--- config.mk ---
export PLATFORM = sky130hd
export DESIGN_NAME = io_bus_responder
export DESIGN_NICKNAME = d
export VERILOG_FILES = /design/src/rtl/io_pkg.sv /design/src/rtl/io_fifo.sv /design/src/rtl/io_bus_responder.sv
export SDC_FILE = /design/constraint.sdc
export NUM_CORES = 1
export LEC_CHECK = 0
export ABC_AREA = 1
export CORE_MARGIN = 1.5
export CORE_UTILIZATION = 45
export CTS_BUF_LIST = sky130_fd_sc_hd__clkbuf_4 sky130_fd_sc_hd__clkbuf_8
export CTS_CLUSTER_SIZE = 24
export DETAILED_ROUTE_END_ITERATION = 10
export GPL_TIMING_DRIVEN = 0
export HOLD_SLACK_MARGIN = 0.1
export PLACE_DENSITY = 0.65
export SYNTH_ARGS = -nofsm -noshare
export SYNTH_HDL_FRONTEND = slang
export SYNTH_SLANG_ARGS = --single-unit
--- constraint.sdc ---
create_clock -name clk -period 3.3 [get_ports clk]
set_input_delay 0.825 -clock clk [delete_from_list [all_inputs] [get_ports clk]]
set_output_delay 0.825 -clock clk [all_outputs]
set_load 0.02 [all_outputs]
--- src/rtl/io_pkg.sv ---
// io_pkg
// Shared definitions for the IO bus responder slice:
//   - register offsets (decoded from addr[3:2])
//   - write-size encodings
//   - FSM state encoding
//   - STATUS register bit positions
//   - size_mask(): byte-lane mask for a given write size
package io_pkg;

  // Register offsets, as seen on addr[3:2]
  localparam logic [1:0] REG_CTRL    = 2'd0;  // 0x0
  localparam logic [1:0] REG_STATUS  = 2'd1;  // 0x4
  localparam logic [1:0] REG_SCRATCH = 2'd2;  // 0x8
  localparam logic [1:0] REG_FIFO    = 2'd3;  // 0xC

  // Write sizes; any other code means a full word
  localparam logic [1:0] WR_BYTE = 2'b00;
  localparam logic [1:0] WR_HALF = 2'b01;

  // STATUS layout: [4:0] count, [5] empty, [6] full, [7] overflow
  localparam int STAT_COUNT_MSB = 4;
  localparam int STAT_EMPTY_BIT = 5;
  localparam int STAT_FULL_BIT  = 6;
  localparam int STAT_OVF_BIT   = 7;

  typedef enum logic [1:0] {
    S_IDLE = 2'd0,
    S_WAIT = 2'd1,
    S_RESP = 2'd2,
    S_HOLD = 2'd3
  } state_t;

  // Bits of the target that a write of the given size replaces.
  function automatic logic [31:0] size_mask(input logic [1:0] sz);
    logic [31:0] m;
    case (sz)
      WR_BYTE: m = 32'h0000_00FF;
      WR_HALF: m = 32'h0000_FFFF;
      default: m = 32'hFFFF_FFFF;
    endcase
    return m;
  endfunction

endpackage

--- src/rtl/io_fifo.sv ---
// io_fifo
// Simple synchronous FIFO backed by an inferred RAM with a registered read.
// Ports:
//   clk    - clock
//   reset  - synchronous active-low reset (pointers and count only)
//   push   - write din (ignored when full)
//   pop    - advance read pointer (ignored when empty)
//   din    - write data
//   dout   - mem[rd_ptr] as sampled on the previous clock edge
//   count  - number of stored entries (0..DEPTH)
//   empty  - count == 0
//   full   - count == DEPTH
module io_fifo #(
  parameter int DEPTH = 16,
  parameter int WIDTH = 32
) (
  input  logic                     clk,
  input  logic                     reset,
  input  logic                     push,
  input  logic                     pop,
  input  logic [WIDTH-1:0]         din,
  output logic [WIDTH-1:0]         dout,
  output logic [$clog2(DEPTH):0]   count,
  output logic                     empty,
  output logic                     full
);

  localparam int AW = $clog2(DEPTH);
  localparam logic [AW:0] FULL_COUNT = (AW+1)'(DEPTH);

  logic [WIDTH-1:0] mem [DEPTH];
  logic [AW-1:0]    wr_ptr_reg;
  logic [AW-1:0]    rd_ptr_reg;
  logic [AW:0]      count_reg;
  logic [WIDTH-1:0] dout_reg;
  logic             do_push;
  logic             do_pop;

  assign empty   = (count_reg == '0);
  assign full    = (count_reg == FULL_COUNT);
  assign do_push = push & ~full;
  assign do_pop  = pop & ~empty;

  // Pointers wrap naturally because DEPTH is a power of two.
  always_ff @(posedge clk) begin
    if (!reset) begin
      wr_ptr_reg <= '0;
      rd_ptr_reg <= '0;
      count_reg  <= '0;
    end else begin
      if (do_push) wr_ptr_reg <= wr_ptr_reg + 1'b1;
      if (do_pop)  rd_ptr_reg <= rd_ptr_reg + 1'b1;
      case ({do_push, do_pop})
        2'b10:   count_reg <= count_reg + 1'b1;
        2'b01:   count_reg <= count_reg - 1'b1;
        default: count_reg <= count_reg;
      endcase
    end
  end

  // RAM port: no reset so it maps onto block RAM. The read is registered,
  // so dout lags rd_ptr by one cycle; the responder only consumes it after
  // at least one WAIT cycle in which pointers and memory are stable.
  always_ff @(posedge clk) begin
    if (do_push) mem[wr_ptr_reg] <= din;
    dout_reg <= mem[rd_ptr_reg];
  end

  assign dout  = dout_reg;
  assign count = count_reg;

endmodule

--- src/rtl/io_bus_responder.sv ---
// io_bus_responder
// Fixed-latency memory-mapped responder with four registers
// (CTRL, STATUS, SCRATCH, FIFO) and a level interrupt.
// Ports:
//   clk      - clock
//   reset    - synchronous active-low reset
//   en       - request select from the bus decoder
//   rd_wr    - 1 = write, 0 = read
//   addr     - bus address, only [3:2] decoded
//   wr_size  - 00 byte, 01 half, 10/11 word
//   data_in  - write data
//   data_out - read data, non-zero only in the ready cycle of a read
//   data_oe  - bus drive enable, high only in the ready cycle of a read
//   ready    - one-cycle completion pulse, LATENCY+1 cycles after acceptance
//   irq      - CTRL[1] and FIFO not empty
module io_bus_responder
  import io_pkg::*;
#(
  parameter int LATENCY    = 3,
  parameter int FIFO_DEPTH = 16
) (
  input  logic        clk,
  input  logic        reset,
  input  logic        en,
  input  logic        rd_wr,
  input  logic [31:0] addr,
  input  logic [1:0]  wr_size,
  input  logic [31:0] data_in,
  output logic [31:0] data_out,
  output logic        data_oe,
  output logic        ready,
  output logic        irq
);

  localparam int CW = $clog2(FIFO_DEPTH) + 1;

  state_t      state_reg, state_next;
  logic [3:0]  cnt_reg, cnt_next;

  // Request captured at acceptance
  logic        rd_wr_reg;
  logic [1:0]  sel_reg;
  logic [1:0]  wr_size_reg;
  logic [31:0] wdata_reg;

  // Architectural registers
  logic [1:0]  ctrl_reg;
  logic [31:0] scratch_reg;
  logic        ovf_reg;

  // FIFO interface
  logic          fifo_push;
  logic          fifo_pop;
  logic [31:0]   fifo_din;
  logic [31:0]   fifo_dout;
  logic [CW-1:0] fifo_count;
  logic          fifo_empty;
  logic          fifo_full;

  logic        resp;
  logic        accept;
  logic [31:0] wr_mask;
  logic [31:0] status_word;
  logic [31:0] rdata;
  logic        unused_addr_bits;

  assign unused_addr_bits = ^{addr[31:4], addr[1:0]};

  assign resp    = (state_reg == S_RESP);
  assign accept  = (state_reg == S_IDLE) && en;
  assign wr_mask = size_mask(wr_size_reg);

  // ---------------- FSM ----------------
  always_ff @(posedge clk) begin
    if (!reset) begin
      state_reg <= S_IDLE;
      cnt_reg   <= 4'd0;
    end else begin
      state_reg <= state_next;
      cnt_reg   <= cnt_next;
    end
  end

  always_comb begin
    state_next = state_reg;
    cnt_next   = cnt_reg;
    case (state_reg)
      S_IDLE: begin
        if (en) begin
          state_next = S_WAIT;
          cnt_next   = 4'(LATENCY - 1);
        end
      end
      S_WAIT: begin
        if (cnt_reg == 4'd0) state_next = S_RESP;
        else                 cnt_next   = cnt_reg - 4'd1;
      end
      S_RESP:  state_next = S_HOLD;
      // Wait for the decoder to drop en so a held request is served once.
      S_HOLD:  if (!en) state_next = S_IDLE;
      default: state_next = S_IDLE;
    endcase
  end

  // ---------------- Request capture ----------------
  always_ff @(posedge clk) begin
    if (!reset) begin
      rd_wr_reg   <= 1'b0;
      sel_reg     <= 2'd0;
      wr_size_reg <= 2'd0;
      wdata_reg   <= 32'd0;
    end else if (accept) begin
      rd_wr_reg   <= rd_wr;
      sel_reg     <= addr[3:2];
      wr_size_reg <= wr_size;
      wdata_reg   <= data_in;
    end
  end

  // ---------------- FIFO ----------------
  // Pushes only while CTRL[0] is set; a push into a full FIFO is dropped
  // here and flagged as overflow below.
  assign fifo_push = resp &  rd_wr_reg & (sel_reg == REG_FIFO) & ctrl_reg[0] & ~fifo_full;
  assign fifo_pop  = resp & ~rd_wr_reg & (sel_reg == REG_FIFO) & ~fifo_empty;
  assign fifo_din  = wdata_reg & wr_mask;

  io_fifo #(
    .DEPTH (FIFO_DEPTH),
    .WIDTH (32)
  ) u_fifo (
    .clk   (clk),
    .reset (reset),
    .push  (fifo_push),
    .pop   (fifo_pop),
    .din   (fifo_din),
    .dout  (fifo_dout),
    .count (fifo_count),
    .empty (fifo_empty),
    .full  (fifo_full)
  );

  // ---------------- Register side effects (RESP cycle only) ----------------
  always_ff @(posedge clk) begin
    if (!reset) begin
      ctrl_reg    <= 2'd0;
      scratch_reg <= 32'd0;
      ovf_reg     <= 1'b0;
    end else if (resp) begin
      if (rd_wr_reg) begin
        case (sel_reg)
          // Every write size covers bits [1:0], so CTRL always takes them.
          REG_CTRL:    ctrl_reg    <= wdata_reg[1:0];
          REG_SCRATCH: scratch_reg <= (scratch_reg & ~wr_mask) | (wdata_reg & wr_mask);
          REG_FIFO:    if (ctrl_reg[0] && fifo_full) ovf_reg <= 1'b1;
          default:     ;  // STATUS is read-only
        endcase
      end else if (sel_reg == REG_STATUS) begin
        ovf_reg <= 1'b0;
      end
    end
  end

  // ---------------- Read data ----------------
  always_comb begin
    status_word = 32'd0;
    status_word[STAT_COUNT_MSB:0] = (STAT_COUNT_MSB+1)'(fifo_count);
    status_word[STAT_EMPTY_BIT]   = fifo_empty;
    status_word[STAT_FULL_BIT]    = fifo_full;
    status_word[STAT_OVF_BIT]     = ovf_reg;
  end

  always_comb begin
    rdata = 32'd0;
    case (sel_reg)
      REG_CTRL:    rdata = {30'd0, ctrl_reg};
      REG_STATUS:  rdata = status_word;
      REG_SCRATCH: rdata = scratch_reg;
      REG_FIFO:    rdata = fifo_empty ? 32'd0 : fifo_dout;
      default:     rdata = 32'd0;
    endcase
  end

  // Outputs are gated by reset so they are quiet for the whole reset
  // period, not just after the first reset edge.
  assign ready    = reset & resp;
  assign data_oe  = reset & resp & ~rd_wr_reg;
  assign data_out = data_oe ? rdata : 32'd0;
  assign irq      = reset & ctrl_reg[1] & ~fifo_empty;

endmodule
==> results by group, run 1 <==
Clock tree
  – Clk_lat worst skew: approximately 0.71 ns
  – Root Buffer: clkbuf_8
  – CTS tree: done
  – CTS sink count: about 640
  – Clk buf depth: 3
  – Worst-path clk slew: approximately 0.060 ns
  – H-tree depth: 3
  – CTS Buf Count: ~100
  – # hold bufs at CTS: 0

Layout
  – Area grow syn2layout: 16.50%
  – Finished Cell Area: just under 30,000 sq um
  – Layout cells sized above 1: 0.1359
  – Layout Nets: 2,607
  – Final core utilization: 0.5293
  – Max reg flops: 512

Floorplan
  – Site row count: 87
  – Die X: ~240 um
  – Full die area: approximately 58,000 sq um
  – Core area: 56,170 sq um
  – Initial core utilization: 0.4543
  – Top Ports: 105
  – DIE HEIGHT: about 240 um

Timing
  – Fin. Hold Viols: 0
  – Crit path time final: between 3 and 4 ns
  – Final period utilization: 0.9514
  – Slew headroom: 0.08875
  – Maximum clock rate: ~320 MHz
  – Max Slew Vio Count: 0
  – Setup WS post-layout: between 0.15 and 0.2 ns
  – Final setup fails: 0
  – Clock skew: around 0.033 ns
  – Setup tns final: 0 ns
  – Worst slew pin tran: between 1 and 1.5 ns

Synth
  – #FFs+latches synth: 635
  – Share of the synthesized area in the top cell type: 0.6025
  – Largest area contributor in the netlist: edfxtp_1
  – Syn Std Cell Area: roughly 26,000 sq um
  – Area contributors post-synth: edfxtp_1 60%, dfxtp_1 9.6%, nand2_1 7.7%, a21oi_1 4.4%, nor2_1 3.7%
  – Post-synth EDFFs: 512
  – FFs w/ async S/R, synth: 0
  – Net Count, Synth: between 2,000 and 2,500
  – Ys flop type: edfxtp_1
  – Seq/Total Area, Yosys: 0.6990
  – Ys Warns: 0
  – Cells after synthesis: ~2,300
  – Synth Area per Inst: around 11 sq um
  – Most frequent cells after synthesis: 523 x nand2_1, 512 x edfxtp_1, 251 x nor2_1
  – Yosys cell types: 33
  – Most common cell in the netlist: nand2_1

Routing
  – Drt drc: 0
  – Total Routed Length: 75.50 mm
  – WL/cell: about 22 um
  – Final antenna-violating net count: 0
  – 1st-iter DRT viols: around 2,100
  – Drt pass-1 iters: 5
  – Vias post-DR: ~18,000
  – DR vias/cell: between 5 and 6

Placement
  – Gpl congestion: 0.8670
  – Dpl cell area: around 28,000 sq um
  – Pre-CTS WS: -0.5653 ns
  – Post-DP HPWL: about 50 mm
  – Buffers added on ports: 74

Run
  – MaxCap Viol Count: 0

Worst setup path
  – CP Launch Type: flop
  – Crit-path most repeated cell: inv_1
  – Arr. time, crit path: around 2.3 ns
  – Crit path max fanout: 10
  – Worst flop-to-flop path startpoint: state_reg[0]$_SDFFE_PN0P_
  – Critical path cell sequence: inv_1, ha_2, nand2_1, nor2_4, inv_1, buf_2, a21oi_2, clkdlybuf4s15_2
  – Reg-to-reg critical path endpoint: u_fifo.count[4]$_SDFFE_PN0P_
  – Req. time, crit path: 2.47 ns
  – Reg2Reg Depth: 16
  – Critical Path Max Stage Delay: between 0.3 and 0.4 ns
  – WS Path Type: flop to primary output
  – Flop2flop setup slack: approximately 0.42 ns
  – CP Capture Type: primary output
  – Critical-path top delay cell: dfxtp_1

Global routing
  – Total GRT Usage: 0.2628
  – Gr ovfl total: 0
  – Pin count of the biggest net entering global routing: 22
  – First-pass GRT wire length: about 110 mm
  – Number of global-route vias before repair: about 18,000
  – Initial antenna violation count: 1

Power and ir drop
  – Maximum vdd drop: 0.3898 mV
  – Leak pwr: ~11 nW
  – Pwr/cell area: 580.9 nW/um^2
  – Pwr Total: ~17 mW

Run status
  – Status: finished, final reports clean

Hold path
  – Worst Hold Class: flop to flop
  – WHS Path Cells: 2
[metrics by stage]
stage | std cells | hold WS (ns)
after floorplan | 2328 | 0.4392
after global placement | 3158 | 0.4466
after detailed placement | 3174 | 0.4531
after CTS | 3360 | 0.4619
after global routing | 3360 | 0.4762
final | 3361 | 0.4604
[layout by cell type, fill, tap and decap left out, types with 15 or more instances in the layout]
cell,count
a21oi_1,215
buf_2,59
buf_4,26
clkbuf_1,42
clkbuf_4,45
clkbuf_8,112
clkdlybuf4s50_1,41
clkinv_1,15
dfxtp_1,121
edfxtp_1,512
inv_1,124
nand2_1,523
nand3_1,161
nor2_1,234
nor2_4,20
o211ai_1,32
o21ai_0,178
[critical path, delay by kind of cell, from the launching register on]
kind            cells  cell delay (ns)
buf+inv             4             0.67
flops               1             0.33
simple gates        2             0.25
fa+ha+maj           1             0.22
compound gates      1             0.16
[power by group]
part / leakage (nW) / internal [mW] / total (mW) / switching (mW)
sequential: 5.70 / 9.05 / 9.35 / 0.305
clock: 1.11 / 3.78 / 6.85 / 3.07
combinational: 4.26 / 0.296 / 1.07 / 0.779
total: 11.1 / 13.1 / 17.3 / 4.15
[timing repair]
item,in CTS,in global routing
pin swaps,1,0
buffers inserted,1,0
gates resized for setup,97,46
setup endpoints to repair,33,33
[how the worst max path moves through the flow]
stage	from	endpoint	cells after the start	slack, ns
6_report	state_reg[0]$_SDFFE_PN0P_	data_out[18]	8	0.16
5_1_grt	state_reg[0]$_SDFFE_PN0P_	data_out[18]	8	-0.01
4_1_cts	reset	data_out[21]	7	-0.006
3_5_place_dp	reset	data_out[23]	7	-0.57
3_3_place_gp	state_reg[0]$_SDFFE_PN0P_	u_fifo.mem[5][21]$_DFFE_PP_	8	-1.43
2_1_floorplan	state_reg[0]$_SDFFE_PN0P_	u_fifo.mem[11][0]$_DFFE_PP_	8	0.40
[cell type report]
cell class,count,area [sq um]
diodes,1,2.502
plain buffers,131,704.4
clock buffers,157,1879
clock inverters,29,212.7
fillers,4954,26440
inverters,134,506.7
multi-input cells,1427,6655
flip-flops and latches,635,17840
well taps,756,945.9
repair buffers,91,984.7
[layer usage]
metal | GRT usage | share of wire | up-vias
li1 | - | - | 8392
met1 | 0.3525 | 0.40 | 8976
met2 | 0.3959 | 0.45 | 934
met3 | 0.06142 | 0.10 | 196
met4 | 0.1445 | 0.054 | 0
met5 | 0 | 0 | -
[cell families after synthesis]
kind of cell    after synthesis  share of synthesized area
xor+xnor                      8                   0.002746
flops                       635                     0.6990
buf+inv                     266                    0.04682
simple gates                965                     0.1543
fa+ha+maj                    16                   0.008139
compound gates              438                    0.08904
No activity file was read; power rests on OpenSTA's default activity.
==> inputs of run 2 (changes only) <==
- CTS_CLUSTER_SIZE: 24 -> unset
==> results of run 2 <==
No change in the layout: final DEF, timing and power equal those of run 1.
==> inputs of run 3 (changes only) <==
- CELL_PAD_IN_SITES_DETAIL_PLACEMENT: unset -> 0
- CELL_PAD_IN_SITES_GLOBAL_PLACEMENT: unset -> 2
- CORE_UTILIZATION: 45 -> 42
- PLACE_DENSITY: 0.65 -> 0.84
==> results by group, run 3 (synthesized netlist as in run 1, its figures left out) <==
Worst setup path
  – Reg2Reg Depth: 16 (unchanged)
  – WS Path Type: flop to primary output (unchanged)
  – Crit path max fanout: 10 (unchanged)
  – Arr. time, crit path: 2.43 ns (was 2.31 ns)
  – CP Capture Type: primary output (unchanged)
  – CP Launch Type: flop (unchanged)
  – Req. time, crit path: 2.47 ns (about the same)

Timing
  – Hold WS: 0.4609 ns (was 0.4604 ns)
  – Clock skew: 0.03674 ns (was 0.03256 ns)
  – Fin. Hold Viols: 0 (unchanged)
  – Maximum clock rate: 307.3 MHz (was 318.5 MHz)
  – Slew headroom: 0.06445 (was 0.08875)
  – Setup tns final: 0 ns (unchanged)
  – RSZ-0062 raised after global routing: true
  – Final period utilization: 0.9860 (was 0.9514)
  – Max Slew Vio Count: 0 (unchanged)
  – Final setup fails: 0 (unchanged)
  – Crit path time final: 3.254 ns (was 3.140 ns)
  – Worst slew pin tran: 1.398 ns (was 1.362 ns)

Global routing
  – Number of global-route vias before repair: 17,960 (was 17,630)
  – Initial antenna violation count: 1 (unchanged)
  – Total GRT Usage: 0.2545 (was 0.2628)
  – First-pass GRT wire length: 115.2 mm (was 110.0 mm)
  – Gr ovfl total: 0 (unchanged)
  – Pin count of the biggest net entering global routing: 25 (was 22)

Power and ir drop
  – Sw Share: 0.2423 (was 0.2403)
  – Pint: 13.01 mW (was 13.12 mW)
  – NetSw: 4.160 mW (was 4.150 mW)
  – Leak pwr: 11.04 nW (was 11.07 nW)
  – Clock power share: 0.392 (was 0.396)
  – Pwr Total: 17.17 mW (was 17.27 mW)
  – Flop pwr share: 0.545 (was 0.541)
  – Maximum vdd drop: 0.3077 mV (was 0.3898 mV)
  – Pwr/cell area: 575.1 nW/um^2 (was 580.9 nW/um^2)
  – Comb pwr share: 0.064 (was 0.062)

Run status
  – Status: finished, final reports clean (unchanged)

Placement
  – Gpl congestion: 0.8495 (was 0.8670)
  – Post-DP HPWL: 54.01 mm (was 51.40 mm)
  – Buffers added on ports: 74 (unchanged)
  – Inst Count DP: 3,201 (was 3,174)

Clock tree
  – Root Buffer: clkbuf_8 (unchanged)
  – CTS Buf Count: 101 (unchanged)
  – Clk_lat worst skew: 0.72 ns (was 0.71 ns)
  – H-tree depth: 3 (unchanged)
  – Clk buf depth: 3 (unchanged)
  – CTS sink count: 635 (unchanged)
  – CTS tree: done (unchanged)
  – Worst-path clk slew: 0.06 ns (about the same)

Layout
  – Sequential cell area: 17,840 sq um (about the same)
  – Final core utilization: 0.4956 (was 0.5293)
  – Final Non-Filler Cells: 3,383 (was 3,361)
  – Area grow syn2layout: 16.99% (was 16.50%)
  – Layout cells sized above 1: 0.1366 (was 0.1359)
  – Multi-input logic area: 6701 sq um (was 6655 sq um)
  – Fillers: 5,402 (was 4,954)
  – Most frequent cells in the layout: 523 x nand2_1, 512 x edfxtp_1, 233 x nor2_1, 210 x a21oi_1, 178 x o21ai_0 (was 523 x nand2_1, 512 x edfxtp_1, 234 x nor2_1, 215 x a21oi_1, 178 x o21ai_0)
  – Max reg flops: 512 (unchanged)
  – Commonest non-fill, non-tap cell in the layout: nand2_1 (unchanged)
  – Layout Nets: 2,609 (was 2,607)

Routing
  – Drt pass-1 iters: 5 (unchanged)
  – Drt drc: 0 (unchanged)
  – Final antenna-violating net count: 0 (unchanged)
  – Total Routed Length: 78.61 mm (was 75.50 mm)
  – WL/cell: 23.24 um (was 22.46 um)
  – 1st-iter DRT viols: 1,937 (was 2,118)
  – Vias post-DR: 18,220 (was 18,500)
  – DR vias/cell: 5.384 (was 5.504)

Floorplan
  – Initial core utilization: 0.4236 (was 0.4543)
  – Die X: 249.5 um (was 241.1 um)
  – Top Ports: 105 (unchanged)
  – DIE HEIGHT: 249.5 um (was 241.1 um)
  – Site row count: 90 (was 87)
  – Core area: 60,250 sq um (was 56,170 sq um)
  – Full die area: 62,250 sq um (was 58,150 sq um)

Hold path
  – WHS Path Cells: 2 (unchanged)
  – Worst Hold Class: flop to flop (unchanged)

Run
  – MaxCap Viol Count: 0 (unchanged)
## run 3: changes by cell type in the layout (fill, tap and decap cells not counted), sizes merged
cell | previous run | this run
clkbuf | 212 | 196
clkdlybuf4s15 | 7 | 20
diode | 1 | 3
buf | 118 | 117
clkinv | 26 | 25
clkinvlp | 3 | 2
## run 3: worst paths after layout
| path | start | to | slack, ns |
|---|---|---|---|
| min | flop | flop | 0.46 |
| max reg2reg | state_reg[0]$_SDFFE_PN0P_ | u_fifo.count[4]$_SDFFE_PN0P_ | 0.49 |
| max | sel_reg[1]$_SDFFE_PN0P_ | data_out[4] | 0.05 |
| min reg2reg | flop | flop | 0.46 |
## run 3: per-layer routing
metal / up-vias / track usage / share of wire / wire (um)
li1: 8395 / - / - / -
met1: 8968 / 0.3523 / 0.43 / 34000
met2: 694 / 0.4030 / 0.46 / 36320
met3: 158 / 0.04172 / 0.069 / 5456
met4: 0 / 0.09774 / 0.036 / 2828
met5: - / 0 / 0 / 0
## run 3: area by class of cell
type,count,area share
sequential,635,0.5975
multi-input combinational,1427,0.2245
clock buffer,151,0.06102
timing repair buffer,93,0.03738
tap,782,0.03277
buffer,131,0.02359
inverter,134,0.01697
clock inverter,27,0.006077
antenna,3,0.0002514
## run 3: power groups by stage
stage / clock network [mW] / registers, mW / logic [mW]
6_report: 6.72 / 9.35 / 1.10
5_1_grt: 7.14 / 9.38 / 1.23
4_1_cts: 6.82 / 9.36 / 1.08
3_5_place_dp: 0 / 9.52 / 1.06
3_3_place_gp: 0 / 9.52 / 1.04
2_1_floorplan: 0 / 9.35 / 0.686
## run 3: through the flow
step	setup WS, ns	cell area [sq um]
floorplan	0.3988	25520
global placement	-1.581	27240
detailed placement	-0.7175	27750
CTS	-0.02510	29830
global route	-0.01086	29850
finish	0.04628	29860
## run 3: what timing repair did
item | in CTS | in global routing
buffers inserted | 1 | 0
pin swaps | 1 | 0
resized for setup | 132 | 14
hold buffers | 0 | 0
endpoints found under the setup margin | 34 | 28
## run 3: worst max-delay path: stages, from the launching register on
cell and delay, ns:
dfxtp_1 0.45, inv_2 0.10, nor2_4 0.25, buf_2 0.29, nand2_1 0.08, nand2_1 0.07, inv_1 0.06, a21oi_4 0.17
clkdlybuf4s15_2 0.28
